<file path="src/rtl/valid_data_fifo_pkg.sv">
// Shared sizing helpers and beat type for the valid/data FIFO.
package valid_data_fifo_pkg;

  localparam int DEF_WIDTH = 4;
  localparam int DEF_DEPTH = 4;

  typedef logic [DEF_WIDTH-1:0] beat_t;

  function automatic int ptr_w(input int depth);
    return $clog2(depth);
  endfunction

  function automatic int cnt_w(input int depth);
    return $clog2(depth) + 1;
  endfunction

endpackage

</file>
<file path="src/rtl/valid_data_fifo_checker.sv">
// Handshake and occupancy assertions for valid_data_fifo.
module valid_data_fifo_checker
  import valid_data_fifo_pkg::*;
#(
  parameter int WIDTH = DEF_WIDTH,
  parameter int DEPTH = DEF_DEPTH
) (
  input logic                      CLK,
  input logic                      RESET,
  input logic                      I_valid,
  input logic                      I_ready,
  input logic [WIDTH-1:0]          O_data,
  input logic                      O_valid,
  input logic                      O_ready,
  input logic [cnt_w(DEPTH)-1:0]   count
);

  localparam int CNT_W = cnt_w(DEPTH);
  localparam logic [CNT_W-1:0] FULL = CNT_W'(DEPTH);

  a_cnt_max: assert property (@(posedge CLK) disable iff (RESET)
    count <= FULL);

  a_no_push_full: assert property (@(posedge CLK) disable iff (RESET)
    !(count == FULL && I_valid && I_ready));

  a_no_pop_empty: assert property (@(posedge CLK) disable iff (RESET)
    !(count == '0 && O_valid && O_ready));

  a_stall_stable: assert property (@(posedge CLK) disable iff (RESET)
    (O_valid && !O_ready) |=> $stable(O_data));

endmodule

</file>
<file path="src/rtl/valid_data_fifo.sv">
// First-word-fall-through FIFO; define VALID_DATA_FIFO_ASSERT_EN
// to bind in valid_data_fifo_checker.
module valid_data_fifo
  import valid_data_fifo_pkg::*;
#(
  parameter int WIDTH = DEF_WIDTH,
  parameter int DEPTH = DEF_DEPTH
) (
  input  logic                    CLK,
  input  logic                    RESET,
  input  logic [WIDTH-1:0]        I_data,
  input  logic                    I_valid,
  output logic                    I_ready,
  output logic [WIDTH-1:0]        O_data,
  output logic                    O_valid,
  input  logic                    O_ready,
  output logic [cnt_w(DEPTH)-1:0] count
);

  localparam int PTR_W = ptr_w(DEPTH);
  localparam int CNT_W = cnt_w(DEPTH);
  localparam logic [CNT_W-1:0] FULL = CNT_W'(DEPTH);

  logic [WIDTH-1:0] mem [DEPTH];
  logic [PTR_W-1:0] wr_ptr_q, wr_ptr_d;
  logic [PTR_W-1:0] rd_ptr_q, rd_ptr_d;
  logic [CNT_W-1:0] cnt_q, cnt_d;
  logic             push, pop;

  // ready depends only on state and reset, never on O_ready
  assign I_ready = ~RESET & (cnt_q != FULL);
  assign O_valid = (cnt_q != '0);
  assign O_data  = O_valid ? mem[rd_ptr_q] : '0;
  assign count   = cnt_q;

  assign push = I_valid & I_ready;
  assign pop  = O_valid & O_ready;

  always_comb begin
    wr_ptr_d = wr_ptr_q;
    rd_ptr_d = rd_ptr_q;
    cnt_d    = cnt_q;
    if (push) wr_ptr_d = wr_ptr_q + PTR_W'(1);
    if (pop)  rd_ptr_d = rd_ptr_q + PTR_W'(1);
    unique case ({push, pop})
      2'b10:   cnt_d = cnt_q + CNT_W'(1);
      2'b01:   cnt_d = cnt_q - CNT_W'(1);
      default: cnt_d = cnt_q;
    endcase
  end

  always_ff @(posedge CLK) begin
    if (RESET) begin
      wr_ptr_q <= '0;
      rd_ptr_q <= '0;
      cnt_q    <= '0;
    end else begin
      wr_ptr_q <= wr_ptr_d;
      rd_ptr_q <= rd_ptr_d;
      cnt_q    <= cnt_d;
    end
  end

  always_ff @(posedge CLK) begin
    if (push) mem[wr_ptr_q] <= I_data;
  end

`ifdef VALID_DATA_FIFO_ASSERT_EN
  valid_data_fifo_checker #(
    .WIDTH (WIDTH),
    .DEPTH (DEPTH)
  ) u_chk (
    .CLK     (CLK),
    .RESET   (RESET),
    .I_valid (I_valid),
    .I_ready (I_ready),
    .O_data  (O_data),
    .O_valid (O_valid),
    .O_ready (O_ready),
    .count   (count)
  );
`else
  // checker not built
`endif

endmodule
</file>
<file path="config.mk">
export PLATFORM = sky130hd
export DESIGN_NAME = valid_data_fifo
export DESIGN_NICKNAME = d
export VERILOG_FILES = /design/src/rtl/valid_data_fifo_pkg.sv /design/src/rtl/valid_data_fifo_checker.sv /design/src/rtl/valid_data_fifo.sv
export SDC_FILE = /design/constraint.sdc
export NUM_CORES = 1
export LEC_CHECK = 0
export CORE_UTILIZATION = 35
export DETAILED_ROUTE_END_ITERATION = 10
export SLEW_MARGIN = 20
export SYNTH_ARGS = -nofsm -noshare
export SYNTH_HDL_FRONTEND = slang
export SYNTH_SLANG_ARGS = --single-unit
</file>
<file path="constraint.sdc">
create_clock -name CLK -period 3.9 [get_ports CLK]
set_input_delay 0.39 -clock CLK [delete_from_list [all_inputs] [get_ports CLK]]
set_output_delay 0.39 -clock CLK [all_outputs]
set_load 0.05 [all_outputs]
</file>
### Word level (Yosys, flattened, before mapping)

Memory sizes are Yosys's and may differ from the RTL's. A register that Yosys moved wholly into a read port is not among the register bits.
Cells that the tools add are included.
W data, S select, Z words.

| cells by class | value |
|---|---|
| add/subtract/negate cells | 4 |
| eq/ne operators | 3 |
| mux-type cells | 6 |
| bitwise operators | 4 |
| reduce and logical (&&, ||, !) cells | 2 |

Operator list:

| operator | number |
|---|---|
| $pmux W3 S2 | 1 |
| $add A2 B1 Y2 const B | 2 |
| $mux W2 | 2 |
| $mux W4 | 1 |
| $add A3 B1 Y3 const B | 1 |
| $and A1 B1 Y1 | 3 |
| $ne A3 B3 Y1 const B | 1 |
| $reduce_bool A3 Y1 | 1 |
| $sub A3 B1 Y3 const B | 1 |
| $eq A2 B1 Y1 const B | 1 |
| $eq A2 B2 Y1 const B | 1 |
| $mux W1 | 2 |
| $reduce_bool A2 Y1 | 1 |
| $not A1 Y1 | 1 |

| word-level totals | value |
|---|---|
| flip-flop bits (word level) | 7 |
| bits in writable memories | 16 |
| input bits | 8 |
| logic and storage cells | 23 |
| memories | 1 |

Memories:

| name | depth | bits a word | read ports | clocked after Yosys merged registers in | wr ports | RTL line | text |
|---|---|---|---|---|---|---|---|
| mem | 4 | 4 | 1 | 1 | 1 | valid_data_fifo.sv:24 | `logic [WIDTH-1:0] mem [DEPTH];` |

### Longest topological paths before layout

Gate-level depths: netlist (run 1).

| logic depth | value |
|---|---|
| word-level depth | 5 |
| depth in mapped cells | 9 |
| mapped depth without buffers | 9 |

### Worst setup path before layout (run 1)

Ideal clock, no wire load.

| timing | value |
|---|---|
| path type | reg-to-reg |
| from | register cnt_q[2], in the netlist count[2] |
| to | register cnt_q[2], in the netlist count[2] |
| arrival time | 2307 ps |
| required time | 3830 ps |
| slack | 1523 ps |
| cell stages (with the launch flop) | 10 |
| cell sequence | dfxtp_1 > nor3b_2 > nor3b_4 > inv_1 > ha_1 > inv_1 > fa_1 > xor2_1 > or3_1 > a21oi_1 |

| between the ends | value |
|---|---|
| cells in the longest elaborated chain, start to end | 5 |

Ends and longest elaborated chain:

| what | RTL line | text |
|---|---|---|
| from (decl) | valid_data_fifo.sv:27 | `logic [CNT_W-1:0] cnt_q, cnt_d;` |
| from (signal assigned) | valid_data_fifo.sv:60 | `cnt_q <= cnt_d;` |
| $ne A3 B3 Y1 | valid_data_fifo.sv:31 | `assign I_ready = ~RESET & (cnt_q != FULL);` |
| $and A1 B1 Y1 | valid_data_fifo.sv:31 |  |
| $and A1 B1 Y1 | valid_data_fifo.sv:36 | `assign push = I_valid & I_ready;` |
| $eq A2 B1 Y1 or $eq A2 B2 Y1 (tied branches) | valid_data_fifo.sv:45 | `unique case ({push, pop})` |
| $pmux W3 S2 or $reduce_bool A2 Y1 (tied branches) | - |  |

Several ways; a longest one is shown, not always the timed one.
A chain may end at the register's enable or synchronous reset.

### Worst setup path in the final report (run 1)

| timing | value |
|---|---|
| from | register cnt_q[1], in the netlist count[1] |
| to | output port O_data[2] |

| between the ends | value |
|---|---|
| cells in the longest elaborated chain, start to end | 2 |

Ends and longest elaborated chain:

| what | RTL line | text |
|---|---|---|
| $reduce_bool A3 Y1 | valid_data_fifo.sv:32 | `assign O_valid = (cnt_q != '0);` |
| $mux W4 | valid_data_fifo.sv:33 | `assign O_data = O_valid ? mem[rd_ptr_q] : '0;` |
| to (decl) | valid_data_fifo.sv:14 | `output logic [WIDTH-1:0] O_data,` |

Every way passes these cells.

==> results of run 1 <==
-- area by class of cell --
| class | count | area (um2) |
|---|---|---|
| flip-flops and latches | 25 | 661 |
| well taps | 31 | 38.8 |
| fillers | 262 | 1540 |
| multi-input cells | 43 | 400 |
| repair buffers | 16 | 160 |
| clock buffers | 4 | 26.3 |
| inverters | 8 | 30.0 |
-- state kept, by name, summed over array words and instances (netlist names), named ones only --
name      flops
mem          16
count         3
rd_ptr_q      2
wr_ptr_q      2
-- cells by family (layout without fill, tap and decap cells) --
| family | count (synthesis) | in the layout | share of synthesized area, % |
|---|---|---|---|
| compound gates | 6 | 6 | 2.97 |
| buf+inv | 9 | 28 | 3.20 |
| flops | 25 | 25 | 60.3 |
| xor+xnor | 3 | 3 | 2.40 |
| fa+ha+maj | 6 | 6 | 7.53 |
| mux | 6 | 6 | 10.8 |
| simple gates | 22 | 22 | 12.8 |
-- critical path, cell delays in order (launching register included) --
cell and delay [ns]:
dfxtp_1 0.39, nor3_1 0.64, and2b_1 0.26, clkdlybuf4s50_1 0.69
-- cell usage in the layout (no fill, tap or decap), types with 2 or more instances in the layout --
master / synthesis / layout
clkdlybuf4s50_1: 0 / 16
edfxtp_1: 16 / 16
dfxtp_1: 9 / 9
inv_1: 8 / 8
nor2_1: 7 / 7
ha_1: 5 / 5
and2b_1: 4 / 4
and2_1: 4 / 4
mux4_2: 3 / 3
xor2_1: 3 / 3
a21oi_1: 3 / 3
clkbuf_4: 0 / 3
o21ai_0: 2 / 2
or3_1: 2 / 2
-- worst paths after layout --
check                      to        start  slack (ns)  cells after the start
hold reg to reg   rd_ptr_q[1]  rd_ptr_q[1]        0.51                      2
setup reg to reg     count[2]     count[2]        1.73                      9
hold / removal    rd_ptr_q[1]  rd_ptr_q[1]        0.51                      2
setup / recovery    O_data[2]     count[1]        1.23                      3
-- power groups by stage --
stage	logic (mW)	registers (mW)	clock network [mW]
finish	0.414	0.360	0.109
global route	0.445	0.368	0.120
detailed placement	0.419	0.367	0
CTS	0.420	0.361	0.112
floorplan	0.264	0.392	0
global placement	0.418	0.365	0
-- per-layer routing --
layer / vias to the layer above / routed length, um
met3: 2 / 58
met4: 0 / 16
met2: 10 / 821
met1: 283 / 783
met5: - / 0
li1: 308 / -
==> summary.txt, run 1 <==
Power and ir drop
  – Sw frac: 40.7%
  – VDD IR max: 0.249 mV
  – Lkg Pwr: 0.483 nW
  – Clock Power Share: 12.4%
  – Logic pwr share: 46.8%
  – Pint: 0.523 mW
  – P per Cell Area: 671 nW/um2
  – Sw Pwr: 0.360 mW
  – Seq pwr share: 40.8%
  – Total power: 0.883 mW

Yosys
  – Synth top cells by count: 16 x edfxtp_1, 9 x dfxtp_1, 8 x inv_1, 7 x nor2_1, 5 x ha_1
  – Sequential fraction of the synthesis area: 60.3%
  – Synthesized instance count: 77
  – EDFF count, synth: 16
  – Post-synth top area share: 43.8%
  – Most common cell in the netlist: edfxtp_1
  – Netlist cell types: 23
  – Yosys top cell by area: edfxtp_1
  – Synth Flop Type: edfxtp_1
  – Syn Std Cell Area: 1100 um2
  – YS warnings: 0
  – Synth Net Count: 91
  – Avg Cell Area, Syn: 14.2 um2
  – Synthesized flop and latch total: 25
  – Async SR Flop Fraction: 0%
  – Synth area leaders: edfxtp_1 44%, dfxtp_1 16%, mux4_2 6.2%

Critical path
  – Arrival time at the worst endpoint: 2.28 ns
  – Crit-path max FO: 7
  – Critical path class: flop to output port
  – Critical path launch point type: flop
  – CP required: 3.51 ns
  – CP Capture Type: output port

Placed design
  – Dpl hpwl: 1.27 mm
  – Placement Cell Area: 1290 um2
  – Placed cells: 123
  – Placer Congestion: 0.663
  – Pre-CTS setup slack: 1.32 ns
  – PortBufs: 16

Timing
  – Hold slack: 0.513 ns
  – Relative max-transition margin: 50.6%
  – Worst setup margin: 1.23 ns
  – Final Hold Viols: 0
  – Worst Max-Slew Pin Slew: 0.735 ns
  – Fin crit share: 68.4%
  – FMAX: 375 MHz
  – Fin Setup TNS: 0 ns
  – Clock skew: 0.00736 ns
  – Finish-stage setup viols: 0
  – RSZ-0062 raised after global routing: false
  – Fin crit period: 2.67 ns
  – Slew Limit Fails: 0

Global routing
  – Vias in the first global route: 578
  – Pin count of the biggest net entering global routing: 14
  – Grt met1 use: 13.9%
  – Met3 GRT Util: 1.56%
  – Met2 global-route usage: 18.9%
  – Total Routing Usage GR: 10.9%
  – Total global routing overflow: 0
  – First-pass GRT wire length: 2.72 mm
  – Antenna violations before repair: 0
  – Busiest grt layer: met2

Routing
  – Initial DRC count: 8
  – Antenna Nets Post-Route: 0
  – Router iterations before antenna repair: 7
  – Routed wire length: 1.68 mm
  – Via count: 603
  – Vias per Instance: 4.75
  – Wire length per cell: 13.2 um
  – DRC: 1

CTS
  – Clk_lat worst skew: 0.30 ns
  – Max clock buf depth: 2
  – Post-CTS sizing: 0
  – Clock H-tree levels: 1
  – CTS tree: yes
  – Clock-pin transition on the worst setup and hold timing paths: 0.13 ns
  – CTS Sinks: 25
  – CTS Hold Bufs: 0
  – Root Driver: clkbuf_4
  – Setup bufs post-CTS: 0
  – Cts bufs inserted: 3

Finish
  – Post-Layout Cell Count: 127
  – # diodes: 0
  – Core Util, Final: 46.1%
  – Post-route cell area: 1320 um2
  – Nets: 111
  – Area delta synth->final: 20.1%
  – Fraction of layout cells with a size suffix above 1: 9.38%

Floorplanning
  – Std-Cell Rows: 19
  – DIE AREA: 3360 um2
  – Core area: 2850 um2
  – Io pins: 17
  – Height of the die: 58.0 um
  – Initial Utilization: 38.4%
  – Die X: 58.0 um

Run status
  – Failing checks: DRC
  – Status: finished, violations left

Flow run
  – Max_cap viols: 0

Worst hold path
  – Worst Hold Class: flop to flop
No activity file was read; power rests on OpenSTA's default activity.
==> inputs of run 2 (changes only) <==
Clock period 3.9 ns to 2.5 ns, I/O delays scaled along.
==> run 2 against run 1 <==
Compared with the run above:
- the run still ends with DRC left
- setup slack got worse by 0.92 ns
- via count rose by 1.2%
- cell count rose by 1.6%
- die area did not move
- clock skew fell by 0.0062 ns
- first-iteration DRC count fell by 38%
- clock power rose by 57%
- core utilization rose by 0.79 points
- cell area rose by 1.7%
- combinational power rose by 57%
- highest routed layer unchanged
- largest power group unchanged
- critical path type unchanged
- sequential share of layout area fell by 0.84 points
- global-route usage barely moved
==> summary.txt, run 2 (synthesized netlist as in run 1, its figures left out) <==
Finish
  – # fillers: 262 (unchanged)
  – Max reg flops: 16 (unchanged)
  – Nets: 113 (+1.8%)
  – Fraction of layout cells with a size suffix above 1: 12.2% (+2.9 points)
  – Core Util, Final: 46.9% (+0.79 points)
  – Top flop regs: mem x16, count x3
  – # diodes: 0 (unchanged)
  – Area delta synth->final: 22.1%
  – Most flop-heavy register: mem
  – Commonest non-fill, non-tap cell in the layout: edfxtp_1
  – Most frequent cells in the layout: 16 x edfxtp_1, 12 x clkdlybuf4s50_1, 9 x dfxtp_1

Timing
  – Fin crit period: 2.19 ns
  – Slew Limit Fails: 0 (unchanged)
  – Fin Setup TNS: 0 ns (unchanged)
  – Worst setup margin: 0.315 ns (-0.917 ns)
  – RSZ-0062 raised after global routing: false
  – Worst Max-Slew Pin Slew: 0.501 ns (-0.234 ns)
  – Clock skew: 0.00112 ns (-0.00624 ns)
  – Finish-stage setup viols: 0 (unchanged)
  – Final Hold Viols: 0 (unchanged)
  – Fin crit share: 87.4%
  – Relative max-transition margin: 66.5% (+16 points)
  – FMAX: 458 MHz

Power and ir drop
  – Lkg Pwr: 0.548 nW (+13%)
  – P per Cell Area: 1030 nW/um2 (+54%)
  – VDD IR max: 0.468 mV (+88%)

Placed design
  – PortBufs: 16 (unchanged)
  – Pre-CTS setup slack: 0.298 ns (-1.02 ns)
  – Placer Congestion: 0.662 (-0.11%)
  – Dpl hpwl: 1.24 mm (-3.0%)

Critical path
  – CP required: 2.25 ns (-1.26 ns)
  – Critical path class: flop to output port
  – Critical path's slowest cell: mux4_1
  – Arrival time at the worst endpoint: 1.94 ns (-0.34 ns)
  – Crit path cell chain: mux4_1 > and2b_1 > dlygate4sd2_1
  – R2R setup slack: 0.35 ns (-1.38 ns)
  – R2r endpoint: count[2]
  – Max stage delay on crit path: 0.57 ns (-0.12 ns)
  – Reg2reg path depth: 9 (unchanged)
  – Crit-path max FO: 4 (-3)
  – WP buf/inv: 1 (unchanged)
  – CP Capture Type: output port
  – Top delay family on crit path: multiplexers
  – Critical path launch point type: flop
  – Reg2Reg Launch Point: count[2]

Floorplanning
  – Io pins: 17 (unchanged)
  – DIE AREA: 3360 um2 (unchanged)
  – Std-Cell Rows: 19 (unchanged)
  – Core area: 2850 um2 (unchanged)
  – Height of the die: 58.0 um (unchanged)
  – Die X: 58.0 um (unchanged)
  – Initial Utilization: 38.4% (unchanged)

Run status
  – Failing checks: DRC
  – Status: finished, violations left

Global routing
  – Antenna violations before repair: 0 (unchanged)
  – Total Routing Usage GR: 10.9% (about the same)
  – First-pass GRT wire length: 2.68 mm (-1.3%)
  – Total global routing overflow: 0 (unchanged)
  – Vias in the first global route: 564 (-2.4%)
  – Pin count of the biggest net entering global routing: 15 (+1)

Worst hold path
  – Min-delay src: rd_ptr_q[1]
  – Worst Hold Class: flop to flop
  – WHS Path Cells: 2 (unchanged)

CTS
  – Clock H-tree levels: 1 (unchanged)
  – CTS tree: yes
  – CTS Sinks: 25 (unchanged)
  – CTS Hold Bufs: 0 (unchanged)
  – Max clock buf depth: 2 (unchanged)
  – Cts bufs inserted: 3 (unchanged)
  – Clk_lat worst skew: 0.30 ns (about the same)
  – Clock-pin transition on the worst setup and hold timing paths: 0.13 ns (about the same)
  – Root Driver: clkbuf_4

Flow run
  – Max_cap viols: 0 (unchanged)

Routing
  – Via count: 610 (+1.2%)
  – Initial DRC count: 5 (-3)
  – Vias per Instance: 4.73 (-0.41%)
  – Antenna Nets Post-Route: 0 (unchanged)
  – Wire length per cell: 12.6 um (-4.8%)
  – Routed wire length: 1.62 mm (-3.3%)
  – Router iterations before antenna repair: 7 (unchanged)
  – DRC: 1 (unchanged)
[run 2: stage by stage]
step / area (um2) / hold WS, ns / std cells / power, mW
CTS: 1330 / 0.514 / 129 / 1.40
detailed placement: 1310 / 0.495 / 125 / 1.24
floorplan: 1100 / 0.349 / 77 / 1.02
global placement: 1310 / 0.474 / 125 / 1.23
global route: 1340 / 0.536 / 129 / 1.47
finish: 1340 / 0.501 / 129 / 1.38
[run 2: final cells by class]
| type | count | area [um2] | area share, % |
|---|---|---|---|
| Timing Repair Buffer | 18 | 181 | 13.6 |
| Tap cell | 31 | 38.8 | 2.90 |
| Clock buffer | 3 | 22.5 | 1.68 |
| Sequential cell | 25 | 661 | 49.3 |
| Clock inverter | 1 | 5.00 | 0.374 |
| Inverter | 8 | 30.0 | 2.24 |
| Multi-Input combinational cell | 43 | 400 | 29.9 |
[run 2: power breakdown]
| group | total, mW | switching [mW] | internal (mW) |
|---|---|---|---|
| Sequential | 0.559 | 0.0612 | 0.498 |
| Combinational | 0.651 | 0.386 | 0.265 |
| Clock | 0.171 | 0.111 | 0.0596 |
| Total | 1.38 | 0.559 | 0.822 |
[run 2: worst max path at each step]
stage,from,end,cells past startpoint
floorplan,count[2],count[2],9
global placement,RESET,count[2],9
detailed placement,RESET,count[2],9
CTS,flop,O_data[2],3
global route,count[2],count[2],9
finish,flop,O_data[3],3
[run 2: worst min-delay path, stage by stage (launching register included)]
cell,delay (ns)
dfxtp_1,0.33
o21ai_0,0.07
a21oi_1,0.07
[run 2: routing by layer]
metal	wire length (um)	global-route usage (%)
met1	787	15.3
met2	740	16.6
met3	77	2.68
met4	19	4.08
met5	0	0
[run 2: timing repair]
action                     4_1_cts  5_1_grt
resized for setup                1        3
hold endpoints to repair         0        0
buffers inserted                 0        0
setup endpoints to repair        1        3
==> inputs of run 3 (changes only) <==
Settings changed: RECOVER_POWER from default to 100.
==> run 3 against run 2 <==
Compared with the run above:
- the flow still finishes with violations (DRC)
- first-iteration DRC count rose by 40%
- die area did not move
- global-route usage did not move
- clock power barely moved
- critical endpoint unchanged
- largest cell class unchanged
- largest power group unchanged
==> summary.txt, run 3 (synthesized netlist as in run 1, its figures left out) <==
CTS
  – Post-CTS sizing: 1 (unchanged)
  – Clock-pin transition on the worst setup and hold timing paths: 0.13 ns (about the same)
  – CTS Sinks: 25 (unchanged)
  – Max clock buf depth: 2 (unchanged)
  – Root Driver: clkbuf_4
  – CTS Hold Bufs: 0 (unchanged)
  – Clock H-tree levels: 1 (unchanged)
  – Cts bufs inserted: 3 (unchanged)
  – Clk_lat worst skew: 0.30 ns (about the same)
  – Setup bufs post-CTS: 0 (unchanged)
  – CTS tree: yes

Placed design
  – Placement Cell Area: 1310 um2 (unchanged)
  – Placer Congestion: 0.662 (unchanged)
  – Placed cells: 125 (unchanged)
  – PortBufs: 16 (unchanged)
  – Dpl hpwl: 1.24 mm (unchanged)
  – Pre-CTS setup slack: 0.298 ns (unchanged)

Critical path
  – CP Capture Type: output port
  – Crit-path max FO: 4 (unchanged)
  – Arrival time at the worst endpoint: 1.94 ns (about the same)
  – Critical path launch point type: flop
  – Critical path class: flop to output port
  – CP required: 2.25 ns (about the same)

Finish
  – # fillers: 266 (+1.5%)
  – Commonest non-fill, non-tap cell in the layout: edfxtp_1
  – Most frequent cells in the layout: 16 x edfxtp_1, 9 x dfxtp_1, 8 x inv_1, 8 x dlygate4sd3_1, 7 x nor2_1
  – Top flop regs: mem x16, count x3
  – FF+latch area: 661 um2 (unchanged)
  – # diodes: 0 (unchanged)
  – Post-route cell area: 1310 um2 (-2.2%)
  – Fraction of layout cells with a size suffix above 1: 11.2% (-1.0 points)
  – Area delta synth->final: 19.4%
  – Nets: 113 (unchanged)
  – Most flop-heavy register: mem
  – Multi-input logic area: 400 um2 (unchanged)
  – Max reg flops: 16 (unchanged)
  – Core Util, Final: 45.9% (-1.1 points)
  – Post-Layout Cell Count: 129 (unchanged)

Timing
  – Clock skew: 0.00167 ns (+0.000552 ns)
  – Slew Limit Fails: 0 (unchanged)
  – Final Hold Viols: 0 (unchanged)
  – Fin Setup TNS: 0 ns (unchanged)
  – RSZ-0062 raised after global routing: false
  – Finish-stage setup viols: 0 (unchanged)
  – Fin crit share: 87.4% (about the same)
  – Fin crit period: 2.19 ns (+0.0000760 ns)
  – FMAX: 458 MHz (about the same)
  – Worst setup margin: 0.315 ns (-0.0000760 ns)
  – Hold slack: 0.501 ns (-0.000344 ns)
  – Relative max-transition margin: 60.6% (-6.0 points)
  – Worst Max-Slew Pin Slew: 0.594 ns (+0.0929 ns)

Worst hold path
  – Worst Hold Class: flop to flop

Routing
  – Routed wire length: 1.63 mm (+0.49%)
  – Router iterations before antenna repair: 7 (unchanged)
  – Antenna Nets Post-Route: 0 (unchanged)
  – DRC: 1 (unchanged)
  – Vias per Instance: 4.74 (+0.16%)
  – Wire length per cell: 12.7 um (+0.49%)
  – Via count: 611 (+0.16%)
  – Initial DRC count: 7 (+2)

Flow run
  – Max_cap viols: 0 (unchanged)

Floorplanning
  – DIE AREA: 3360 um2 (unchanged)
  – Core area: 2850 um2 (unchanged)
  – Std-Cell Rows: 19 (unchanged)
  – Io pins: 17 (unchanged)
  – Height of the die: 58.0 um (unchanged)
  – Initial Utilization: 38.4% (unchanged)
  – Die X: 58.0 um (unchanged)

Global routing
  – Vias in the first global route: 564 (unchanged)
  – Pin count of the biggest net entering global routing: 15 (unchanged)
  – Busiest grt layer: met2
  – First-pass GRT wire length: 2.68 mm (unchanged)
  – Met2 global-route usage: 16.6% (unchanged)
  – Antenna violations before repair: 0 (unchanged)
  – Grt met1 use: 15.3% (unchanged)
  – Total global routing overflow: 0 (unchanged)
  – Total Routing Usage GR: 10.9% (unchanged)
  – Met3 GRT Util: 2.68% (unchanged)

Power and ir drop
  – P per Cell Area: 1020 nW/um2 (-1.0%)
  – VDD IR max: 0.451 mV (-3.8%)
  – Total power: 1.34 mW (-3.2%)
  – Lkg Pwr: 0.495 nW (-9.6%)

Run status
  – Failing checks: DRC
  – Status: finished, violations left
==> run 3: cell types whose count changed in the layout (fill, tap and decap cells not counted), sizes merged <==
cell / before / now
buf: 2 / 1
clkbuf: 3 / 7
clkdlybuf4s50: 12 / 4
dlymetal6s2s: 3 / 0
dlygate4sd3: 0 / 8
==> run 3: critical path: stages, from the launching register on <==
cell,delay [ns]
dfxtp_1,0.49
mux4_1,0.57
and2b_1,0.16
dlygate4sd2_1,0.41
==> run 3: final cells by class <==
class / count / area share, %
Inverter: 8 / 2.29
Clock buffer: 3 / 1.72
Tap cell: 31 / 2.96
Clock inverter: 1 / 0.382
Sequential cell: 25 / 50.5
Multi-Input combinational cell: 43 / 30.6
Timing Repair Buffer: 18 / 11.6
==> run 3: worst paths after layout <==
path | start | to | slack, ns | depth (start not counted)
worst min register to register | rd_ptr_q[1] | flop | 0.50 | 2
worst min-delay path | rd_ptr_q[1] | flop | 0.50 | 2
worst max-delay path | flop | O_data[3] | 0.31 | 3
worst max register to register | count[2] | count[2] | 0.34 | 9
==> run 3: report_power, final <==
group	internal (mW)	switching, mW
clock network	0.0596	0.111
logic	0.218	0.389
registers	0.498	0.0605
==> run 3: per-layer routing <==
layer	share of wire, %	vias up
met5	0	-
met4	1.2	0
met3	4.4	2
met2	45	12
met1	50	284
li1	-	313
